===== src/rtl/shift_seq_ctrl_pkg.sv =====
// rtl/shift_seq_ctrl_pkg.sv - shared state encoding and defaults for the serializer controller
package shift_seq_ctrl_pkg;

  typedef enum logic [1:0] {
    ST_IDLE  = 2'd0,
    ST_SHIFT = 2'd1,
    ST_FLUSH = 2'd2
  } state_e;

  localparam int DEFAULT_WIDTH = 8;
  localparam int DEFAULT_DEPTH = 4;

  // One counter serves both phases, so it must hold the larger of the two lengths.
  function automatic int cnt_width(input int width, input int depth);
    int m;
    m = (width > depth) ? width : depth;
    return $clog2(m + 1);
  endfunction

endpackage


===== src/rtl/shift_bit_counter.sv =====
// rtl/shift_bit_counter.sv - loadable, clearable saturating down-counter for SHIFT/FLUSH timing
module shift_bit_counter #(
  parameter int CW = 4
) (
  input  logic          i_clk,
  input  logic          i_rst_n,
  input  logic          i_clr,
  input  logic          i_load,
  input  logic [CW-1:0] i_load_val,
  input  logic          i_en,
  output logic          o_zero
);

  logic [CW-1:0] count_q, count_d;

  // Saturates at zero so a late decrement can never wrap into a long count.
  always_comb begin
    count_d = count_q;
    if (i_clr) begin
      count_d = '0;
    end else if (i_load) begin
      count_d = i_load_val;
    end else if (i_en && (count_q != '0)) begin
      count_d = count_q - 1'b1;
    end
  end

  always_ff @(posedge i_clk or negedge i_rst_n) begin
    if (!i_rst_n) begin
      count_q <= '0;
    end else begin
      count_q <= count_d;
    end
  end

  assign o_zero = (count_q == '0);

endmodule


===== src/rtl/shift_seq_ctrl.sv =====
// rtl/shift_seq_ctrl.sv - parallel-to-serial controller feeding a falling-edge SISO register
module shift_seq_ctrl
  import shift_seq_ctrl_pkg::*;
#(
  parameter int WIDTH = DEFAULT_WIDTH,
  parameter int DEPTH = DEFAULT_DEPTH
) (
  input  logic             i_clk,
  input  logic             i_rst_n,
  input  logic             i_valid,
  input  logic [WIDTH-1:0] i_data,
  output logic             o_ready,
  input  logic             i_abort,
  output logic             o_sdata,
  output logic             o_shift_en,
  output logic             o_sframe,
  output logic             o_busy,
  output logic             o_done
);

  localparam int CW = cnt_width(WIDTH, DEPTH);

  state_e           state_q, state_d;
  logic [WIDTH-1:0] data_q, data_d;
  logic             done_q, done_d;
  logic             ready_en_q;

  logic             accept;
  logic             cnt_zero;
  logic             cnt_clr;
  logic             cnt_load;
  logic             cnt_en;
  logic [CW-1:0]    cnt_load_val;

  // Abort wins over accept, and nothing is taken until one edge after reset release.
  assign accept = ready_en_q && (state_q == ST_IDLE) && i_valid && !i_abort;

  always_ff @(posedge i_clk or negedge i_rst_n) begin
    if (!i_rst_n) begin
      state_q    <= ST_IDLE;
      data_q     <= '0;
      done_q     <= 1'b0;
      ready_en_q <= 1'b0;
    end else begin
      state_q    <= state_d;
      data_q     <= data_d;
      done_q     <= done_d;
      ready_en_q <= 1'b1;
    end
  end

  always_comb begin
    state_d = state_q;
    done_d  = 1'b0;
    unique case (state_q)
      ST_IDLE: begin
        if (accept) state_d = ST_SHIFT;
      end
      ST_SHIFT: begin
        if (i_abort)       state_d = ST_IDLE;
        else if (cnt_zero) state_d = ST_FLUSH;
      end
      ST_FLUSH: begin
        if (i_abort) begin
          state_d = ST_IDLE;
        end else if (cnt_zero) begin
          state_d = ST_IDLE;
          done_d  = 1'b1;
        end
      end
      default: state_d = ST_IDLE;
    endcase
  end

  // Counter holds "cycles remaining minus one" for the current phase.
  always_comb begin
    cnt_clr      = i_abort && (state_q != ST_IDLE);
    cnt_load     = 1'b0;
    cnt_load_val = '0;
    cnt_en       = (state_q != ST_IDLE);
    if (accept) begin
      cnt_load     = 1'b1;
      cnt_load_val = CW'(WIDTH - 1);
    end else if ((state_q == ST_SHIFT) && cnt_zero) begin
      cnt_load     = 1'b1;
      cnt_load_val = CW'(DEPTH - 1);
    end

    data_d = data_q;
    if (cnt_clr) begin
      data_d = '0;
    end else if (accept) begin
      data_d = i_data;
    end else if (state_q == ST_SHIFT) begin
      data_d = {data_q[WIDTH-2:0], 1'b0};
    end
  end

  shift_bit_counter #(
    .CW(CW)
  ) u_bit_counter (
    .i_clk      (i_clk),
    .i_rst_n    (i_rst_n),
    .i_clr      (cnt_clr),
    .i_load     (cnt_load),
    .i_load_val (cnt_load_val),
    .i_en       (cnt_en),
    .o_zero     (cnt_zero)
  );

  always_comb begin
    o_ready    = ready_en_q && (state_q == ST_IDLE);
    o_busy     = (state_q != ST_IDLE);
    o_shift_en = (state_q != ST_IDLE);
    o_sframe   = (state_q == ST_SHIFT);
    o_sdata    = (state_q == ST_SHIFT) && data_q[WIDTH-1];
    o_done     = done_q;
  end

endmodule

===== config.mk =====
export PLATFORM = sky130hd
export DESIGN_NAME = shift_seq_ctrl
export DESIGN_NICKNAME = d
export VERILOG_FILES = /design/src/rtl/shift_seq_ctrl_pkg.sv /design/src/rtl/shift_bit_counter.sv /design/src/rtl/shift_seq_ctrl.sv
export SDC_FILE = /design/constraint.sdc
export NUM_CORES = 1
export LEC_CHECK = 0
export BUFFER_PORTS_ARGS = -buffer_cell sky130_fd_sc_hd__clkbuf_2
export CORE_MARGIN = 5
export CORE_UTILIZATION = 37
export DETAILED_ROUTE_END_ITERATION = 8
export GPL_TIMING_DRIVEN = 0
export PLACE_DENSITY = 0.57
export SLEW_MARGIN = 15
export SYNTH_ARGS = -nofsm -noshare
export SYNTH_HDL_FRONTEND = slang
export SYNTH_SLANG_ARGS = --single-unit

===== constraint.sdc =====
create_clock -name i_clk -period 1.9 [get_ports i_clk]
set_input_delay 0.19 -clock i_clk [delete_from_list [all_inputs] [get_ports i_clk]]
set_output_delay 0.19 -clock i_clk [all_outputs]
set_load 0.005 [all_outputs]

==> key figures, run 1 <==
Timing
  • Final Hold Vio Count: 0
  • RSZ-0062 raised after global routing: no
  • TNS Setup: 0 ns
  • Worst Clk Skew: between 0.01 and 0.015 ns
  • Max Slew Vio Count: 0
  • Final setup viols: 0
  • Max Clk Rate: 584 MHz
  • Post-route setup slack: 0.186 ns
  • Crit path time final: 1.71 ns
  • Final period utilization: 0.902

Clock network
  • Post-CTS Setup Inserts: 0
  • Total clock sinks: 16
  • CTS Buf Count: 3
  • Clock root buffer: clkbuf_4
  • Clock tree buffer depth: 2
  • CTS tree: yes
  • CTS H-Tree Depth: 1
  • Clk Latency, worst-skew pair: a little under 0.3 ns
  • Post-CTS Resized: 0
  • Clock transition at the registers of the reported paths: 0.10 ns

Finish
  • Multi-input gate area: ~440 sq um
  • Filler Cells Inserted: 230
  • ANT cells: 0
  • P&R area growth vs syn: 18.0%
  • Post-layout net count: 115
  • Layout cells sized above 1: 0.360
  • Register area: around 400 sq um

Global route
  • GR Util met3: 0.0414
  • Grt met1 use: 0.155
  • Initial antenna violation count: 0
  • Met2 global-route usage: 0.159
  • Vias in the first global route: about 660
  • Gr ovfl total: 0
  • First-pass GRT wire length: around 3000 microns
  • GRT busiest layer: met2
  • Global Route Usage Sum: 0.110
  • Largest net degree at the start of global routing: 17

Hold path
  • Worst Hold Class: in2reg
  • Hold_sp: i_abort

Worst setup path
  • CP max stage cell: dfrtp_1
  • Crit-path max FO: 10
  • Worst path required time: 1.71 ns
  • CP endpoint kind: output port
  • Critical path class: reg2out
  • Crit path DAT: 1.52 ns
  • CP peak stage delay: a little under 0.4 ns
  • Buf/Inv on CP: 4
  • Cell class contributing the biggest share of worst-path delay: buffers and inverters
  • Critical R2R Launch: u_bit_counter.count_q[1]
  • Cells along the critical path: buf_6, nor2_1, inv_1, buf_4, clkbuf_2
  • Startpoint Class: register
  • Crit path from: state_q[1]

Power and ir drop
  • Cell Pwr Density: 998 nW/um^2
  • Leak pwr: 0.000529 uW
  • Peak supply drop: 0.000605 V

Floorplan
  • Site Rows: 17
  • Boundary pin count: 18
  • DIE AREA: 3510 sq um
  • Die Y: 59.3 microns
  • Core area: ~2300 sq um
  • Starting density of the core: 0.398
  • DIE WIDTH: approximately 60 microns

Routing
  • Vias: 708
  • Avg Vias per Cell: 5.53
  • Routed WL: 1820 microns
  • Routed len/inst: 14.2 microns
  • Initial DRC Count: 14
  • DRT Pass-1 Iters: 4
  • DRC viols: 0
  • Detail Route Antenna Nets: 0

Yosys
  • Netlist Area Pre-Place: about 900 sq um
  • Warning count from the yosys run: 0
  • Register area share after synthesis: 0.446
  • Yosys top cell by area: dfrtp_1
  • Synth area leaders: dfrtp_1 45%, a221o_1 7.8%, and3_2 5.8%
  • Ys flop type: dfrtp_1
  • Syn Nets: 93
  • Post-synth top area share: 0.446
  • EDFF count, synth: 0
  • FF+latch count, synth: 16
  • Post-synthesis cell count: 79
  • Fraction of registers with async set/reset: 1.00
  • Netlist cell types: 38
  • Avg Inst Size Synth: 11.4 sq um

Outcome
  • Status: completed

Flow run
  • Max-cap violations: 0

Placed design
  • PortBufs: 16
  • Pre-CTS setup slack: 0.311 ns
  • Post-DP HPWL: 1310 microns
  • Final Wtd Congestion: 0.935
==> Yosys cell counts (2+ instances only) <==
cell type / number
and3_2: 7
inv_1: 3
or3_1: 2
buf_6: 3
o21ai_0: 3
dfrtp_1: 16
ha_1: 2
o211a_1: 2
nor2b_1: 2
a221o_1: 7
nand2_1: 3
and2_1: 3
==> through the flow <==
stage          instance area [sq um]  hold WS [ns]  power (uW)   util  instances
3_5_place_dp                    1010         0.136         837  0.450        123
4_1_cts                         1060        0.0856        1070  0.470        128
3_3_place_gp                    1010         0.137         839  0.450        123
5_1_grt                         1060        0.0893        1140  0.470        128
6_report                        1060        0.0904        1060  0.470        128
2_1_floorplan                    898        -0.106         740      -         79
==> timing repair <==
action / 4_1_cts / 5_1_grt
hold endpoints to repair: 16 / 0
hold buffers: 1 / 0
endpoints found under the setup margin: 0 / 0
==> final timing paths <==
check	slack [ns]	endpoint	depth (start not counted)
max	0.19	o_shift_en	5
min	0.09	state_q[1]	2
max reg2reg	0.31	u_bit_counter.count_q[1]	5
min reg2reg	0.51	data_q[7]	1
max in group asynchronous	1.27	data_q[1]	2
min in group asynchronous	0.34	u_bit_counter.count_q[2]	2
==> cells by family after synthesis <==
logic type	after synthesis	synth area share
compound gates	22	0.223
fa+ha+maj	2	0.0279
buf+inv	9	0.0682
flops	16	0.446
other cells	1	0.00417
simple gates	29	0.231
==> placed cells by master (no fill, tap or decap), types with 2 or more instances in the layout <==
cell,n
clkbuf_2,16
ha_1,2
o211a_1,2
nand2_1,3
and2_1,3
inv_1,3
and3_2,7
or3_1,2
buf_6,3
clkbuf_4,3
dfrtp_1,16
nor2b_1,2
a221o_1,7
o21ai_0,3
==> where the power goes <==
part | internal [uW] | switching, uW | leakage (uW) | total (uW)
Combinational | 181 | 159 | 0.000303 | 340
Clock | 117 | 108 | 0.0000210 | 225
Sequential | 423 | 69.5 | 0.000205 | 493
==> cell type report <==
| class | count | share of cell area |
|---|---|---|
| Tap cell | 28 | 0.0331 |
| Multi-Input combinational cell | 54 | 0.412 |
| Buffer | 6 | 0.0472 |
| Timing Repair Buffer | 17 | 0.0850 |
| Inverter | 3 | 0.0106 |
| Clock buffer | 4 | 0.0342 |
| Sequential cell | 16 | 0.378 |
==> state kept, by name (all words and copies together) (netlist names) <==
name                   count
data_q                     8
o_done                     1
ready_en_q                 1
state_q                    2
u_bit_counter.count_q      4
==> layer usage <==
layer	up-vias	wire [microns]
met5	-	0
met4	0	14
met3	2	95
met2	16	788
met1	343	921
li1	347	-
Note: power is estimated with default switching activity, not from simulation.
==> run 2: changes to the inputs <==
--- a/config.mk
+++ b/config.mk
@@ -10,7 +10,6 @@
 export CORE_UTILIZATION = 37
 export DETAILED_ROUTE_END_ITERATION = 8
 export GPL_TIMING_DRIVEN = 0
-export PLACE_DENSITY = 0.57
 export SLEW_MARGIN = 15
 export SYNTH_ARGS = -nofsm -noshare
 export SYNTH_HDL_FRONTEND = slang
==> run 2 against run 1 <==
First-iteration DRC count increased by 36%. Highest routed layer unchanged. Power increased by 1.1%. Hold slack about the same. Register-to-register slack got worse by 0.05 ns. Maximum frequency increased by 3.2%. Design area unchanged.
==> key figures, run 2 (synthesized netlist as in run 1, its figures left out) <==
Outcome
  • Status: completed

Flow run
  • Max-cap violations: 0

Routing
  • Initial DRC Count: 19
  • DRT Pass-1 Iters: 4
  • Routed WL: about 1900 microns
  • Avg Vias per Cell: 5.55
  • Routed len/inst: 14.9 microns
  • Vias: 710
  • DRC viols: 0
  • Detail Route Antenna Nets: 0

Finish
  • Largest registers: data_q x8, u_bit_counter.count_q x4, state_q x2
  • Largest register by flop count: data_q
  • Layout cells sized above 1: 0.360
  • ANT cells: 0
  • Max reg flops: 8
  • P&R area growth vs syn: 18.0%
  • Most frequent cells in the layout: 16 x dfrtp_1, 16 x clkbuf_2, 7 x and3_2, 7 x a221o_1
  • Post-layout net count: 115

Clock network
  • CTS Buf Count: 3
  • CTS H-Tree Depth: 1
  • Post-CTS Setup Inserts: 0
  • Clock tree buffer depth: 2
  • Clk Latency, worst-skew pair: 0.29 ns
  • CTS tree: yes
  • Clock transition at the registers of the reported paths: 0.10 ns
  • Clock root buffer: clkbuf_4
  • Total clock sinks: 16

Worst setup path
  • Cells along the critical path: buf_6, nor2_1, inv_1, buf_4, clkbuf_2
  • CP peak stage delay: 0.39 ns
  • CP max stage cell: dfrtp_1
  • Startpoint Class: register
  • CP endpoint kind: output port
  • Worst path required time: 1.71 ns
  • Cell class contributing the biggest share of worst-path delay: buffers and inverters
  • Critical path class: reg2out
  • Buf/Inv on CP: 4
  • Crit path DAT: 1.47 ns
  • Crit-path max FO: 10

Power and ir drop
  • Cell Pwr Density: roughly 1000 nW/um^2
  • Peak supply drop: 0.000503 V
  • Leak pwr: 0.000529 uW

Floorplan
  • DIE AREA: 3510 sq um
  • Core area: 2250 sq um
  • Boundary pin count: 18
  • Starting density of the core: 0.398
  • Site Rows: 17
  • Die Y: 59.3 microns
  • DIE WIDTH: roughly 60 microns

Timing
  • Final setup viols: 0
  • RSZ-0062 raised after global routing: no
  • Crit path time final: 1.66 ns
  • Max Slew Vio Count: 0
  • Worst Clk Skew: 0.0100 ns
  • Final period utilization: 0.874
  • Post-route setup slack: between 0.2 and 0.25 ns
  • TNS Setup: 0 ns
  • Final Hold Vio Count: 0
  • Max Clk Rate: 602 MHz

Global route
  • Vias in the first global route: 726
  • Gr ovfl total: 0
  • Initial antenna violation count: 0
  • First-pass GRT wire length: 3310 microns
  • Largest net degree at the start of global routing: 17
  • Global Route Usage Sum: 0.125

Placed design
  • PortBufs: 16
  • Pre-CTS setup slack: roughly 0.30 ns
  • Post-DP HPWL: 1400 microns
  • Final Wtd Congestion: 0.776

Hold path
  • Worst Hold Class: in2reg
[run 2: cell counts in the layout (fill, tap and decap cells not counted)]
Identical to the previous run, type by type.
[run 2: path summary, 6_finish.rpt]
kind | from | to | slack (ns) | cells past startpoint
max in group asynchronous | i_rst_n | u_bit_counter.count_q[0] | 1.27 | 2
max reg2reg | u_bit_counter.count_q[1] | u_bit_counter.count_q[1] | 0.26 | 5
max | state_q[1] | o_shift_en | 0.24 | 5
min reg2reg | data_q[2] | data_q[2] | 0.52 | 1
min in group asynchronous | i_rst_n | state_q[0] | 0.35 | 2
min | i_abort | state_q[1] | 0.09 | 2
[run 2: area by class of cell]
class | count | area, sq um
clock buffers | 4 | 36.3
repair buffers | 17 | 90.1
fillers | 237 | 1190
flip-flops and latches | 16 | 400
multi-input cells | 54 | 437
well taps | 28 | 35.0
inverters | 3 | 11.3
plain buffers | 6 | 50.0
[run 2: worst register-to-register path: stages (launching register included)]
cell and delay, ns:
dfrtp_1 0.42, inv_1 0.09, ha_1 0.19, or4b_2 0.59, o221ai_1 0.09, a32oi_1 0.13
[run 2: routing by layer]
| metal | routed length, microns | share of wire | global-route usage |
|---|---|---|---|
| met1 | 883 | 0.46 | 0.158 |
| met2 | 926 | 0.49 | 0.197 |
| met3 | 81 | 0.042 | 0.0523 |
| met4 | 18 | 0.0094 | 0.0291 |
| met5 | 0 | 0 | 0 |
[run 2: metrics by stage]
| step | hold WS [ns] | total power, uW | cell area (sq um) | cells | utilization |
|---|---|---|---|---|---|
| floorplan | -0.106 | 740 | 898 | 79 | - |
| global placement | 0.127 | 838 | 1010 | 123 | 0.450 |
| detailed placement | 0.139 | 844 | 1010 | 123 | 0.450 |
| CTS | 0.0787 | 1080 | 1060 | 128 | 0.470 |
| global route | 0.0768 | 1160 | 1060 | 128 | 0.470 |
| finish | 0.0906 | 1070 | 1060 | 128 | 0.470 |
[run 2: what timing repair did]
action,in CTS,in global routing
gates resized for setup,0,0
hold endpoints to repair,16,0
endpoints found under the setup margin,0,0
hold buffers,1,0
[run 2: power breakdown]
group	internal (uW)	switching [uW]	total [uW]
clock network	117	111	228
registers	423	73.8	497
logic	182	163	345
total	722	348	1070
==> run 3: changes to the inputs <==
--- a/config.mk
+++ b/config.mk
@@ -8,8 +8,11 @@
 export BUFFER_PORTS_ARGS = -buffer_cell sky130_fd_sc_hd__clkbuf_2
 export CORE_MARGIN = 5
 export CORE_UTILIZATION = 37
+export CTS_BUF_LIST = sky130_fd_sc_hd__clkbuf_8
 export DETAILED_ROUTE_END_ITERATION = 8
 export GPL_TIMING_DRIVEN = 0
+export PLACE_DENSITY = 0.54
+export REMOVE_ABC_BUFFERS = 1
 export SLEW_MARGIN = 15
 export SYNTH_ARGS = -nofsm -noshare
 export SYNTH_HDL_FRONTEND = slang
==> run 3 against run 2 <==
Sequential power about the same. Critical endpoint is now o_busy. Design area down 3.8%. Largest cell class unchanged. Clock skew down 0.0093 ns.
==> key figures, run 3 (synthesized netlist as in run 1, its figures left out) <==
Floorplan
  • Site Rows: 17
  • DIE AREA: between 3000 and 4000 sq um
  • Core area: around 2300 sq um
  • DIE WIDTH: 59.3 microns
  • Starting density of the core: 0.398
  • Boundary pin count: 18
  • Die Y: 59.3 microns

Worst setup path
  • CP endpoint kind: output port
  • Worst path required time: 1.71 ns
  • Critical R2R Launch: u_bit_counter.count_q[0]
  • Critical path class: reg2out
  • R2R Path End: u_bit_counter.count_q[1]
  • Worst r2r path cells: 5
  • Startpoint Class: register
  • Crit-path max FO: 17
  • Reg2reg setup slack: 0.28 ns
  • Crit path DAT: 1.44 ns

Timing
  • Final period utilization: 0.860
  • Post-route setup slack: 0.265 ns
  • Final setup viols: 0
  • Max Slew Vio Count: 0
  • TNS Setup: 0 ns
  • Worst Clk Skew: 0.000666 ns
  • RSZ-0062 raised after global routing: no
  • Max Clk Rate: 612 MHz
  • Final Hold Vio Count: 0
  • Crit path time final: 1.63 ns

Placed design
  • Placed instance count: roughly 120
  • PortBufs: 17
  • Final Wtd Congestion: 0.811
  • Post-DP HPWL: 1270 microns
  • Pre-CTS setup slack: around 0.30 ns
  • Placement Cell Area: 968 sq um

Routing
  • Avg Vias per Cell: 5.56
  • Detail Route Antenna Nets: 0
  • DRC viols: 0
  • Routed len/inst: 14.2 microns
  • Routed WL: 1730 microns
  • DRT Pass-1 Iters: 4
  • Initial DRC Count: 20
  • Vias: 678

Finish
  • Commonest non-fill, non-tap cell in the layout: clkbuf_2
  • Layout cells sized above 1: 0.330
  • P&R area growth vs syn: 13.5%
  • Post-layout util: 0.452
  • Most frequent cells in the layout: 17 x clkbuf_2, 16 x dfrtp_1, 7 x and3_2, 7 x a221o_1
  • Post-layout net count: 110
  • Largest register by flop count: data_q
  • Fin area: 1020 sq um
  • Max reg flops: 8
  • Cell Count, Final, Fillers Out: 122
  • Largest registers: data_q x8, u_bit_counter.count_q x4, state_q x2
  • ANT cells: 0

Hold path
  • Cells on Worst Hold Path: 2
  • Hold_sp: i_data[4]
  • Worst Hold Class: in2reg
  • Sink of the worst hold path: data_q[4]

Global route
  • Gr ovfl total: 0
  • Vias in the first global route: 645
  • First-pass GRT wire length: 2940 microns
  • Largest net degree at the start of global routing: 18
  • Global Route Usage Sum: 0.112
  • Initial antenna violation count: 0

Clock network
  • Clk Latency, worst-skew pair: 0.24 ns
  • Total clock sinks: 16
  • Clock transition at the registers of the reported paths: 0.06 ns
  • CTS tree: yes
  • CTS Buf Count: 3
  • Clock root buffer: clkbuf_8
  • CTS H-Tree Depth: 1
  • Clock tree buffer depth: 2

Power and ir drop
  • Leak pwr: 0.000504 uW
  • Cell Pwr Density: 1040 nW/um^2
  • Peak supply drop: approximately 0.00051 V

Outcome
  • Status: completed

Flow run
  • Max-cap violations: 0
## run 3: worst max path at each step
| stage | from | to | slack [ns] |
|---|---|---|---|
| final | state_q[0] | o_busy | 0.27 |
| after global routing | state_q[0] | o_busy | 0.10 |
| after CTS | state_q[0] | o_busy | 0.26 |
| after detailed placement | u_bit_counter.count_q[0] | u_bit_counter.count_q[1] | 0.30 |
| after global placement | u_bit_counter.count_q[0] | u_bit_counter.count_q[1] | 0.28 |
| after floorplan | u_bit_counter.count_q[0] | u_bit_counter.count_q[1] | 0.40 |
## run 3: worst max-delay path, stage by stage (launching register included)
cell      delay (ns)
dfrtp_1         0.52
nor2_1          0.36
inv_1           0.17
clkbuf_2        0.15
## run 3: layout make-up
| class | count | area, sq um |
|---|---|---|
| clock buffer | 3 | 41.3 |
| fill | 234 | 1230 |
| inverter | 3 | 11.3 |
| multi-input combinational | 54 | 437 |
| sequential | 16 | 400 |
| tap | 28 | 35.0 |
| timing repair buffer | 18 | 95.1 |
## run 3: power breakdown
group	total [uW]	switching (uW)	internal, uW
sequential	500	75.4	425
combinational	321	152	169
clock	241	101	140
## run 3: stage by stage
stage | hold WS, ns | power [uW]
floorplan | -0.106 | 723
global placement | 0.138 | 823
detailed placement | 0.135 | 823
CTS | 0.174 | 1080
global route | 0.171 | 1150
finish | 0.177 | 1060
## run 3: repair_timing
item | 4_1_cts | 5_1_grt
buffers inserted | 0 | 0
resized for setup | 0 | 0
hold buffers | 1 | 0
hold endpoints to repair | 16 | 0
## run 3: metal layers
metal	part of all wire	track usage	up-vias
met3	0.056	0.0479	2
met4	0.0058	0.0291	0
met1	0.48	0.145	333
met5	0	0	-
met2	0.45	0.170	10
li1	-	-	333
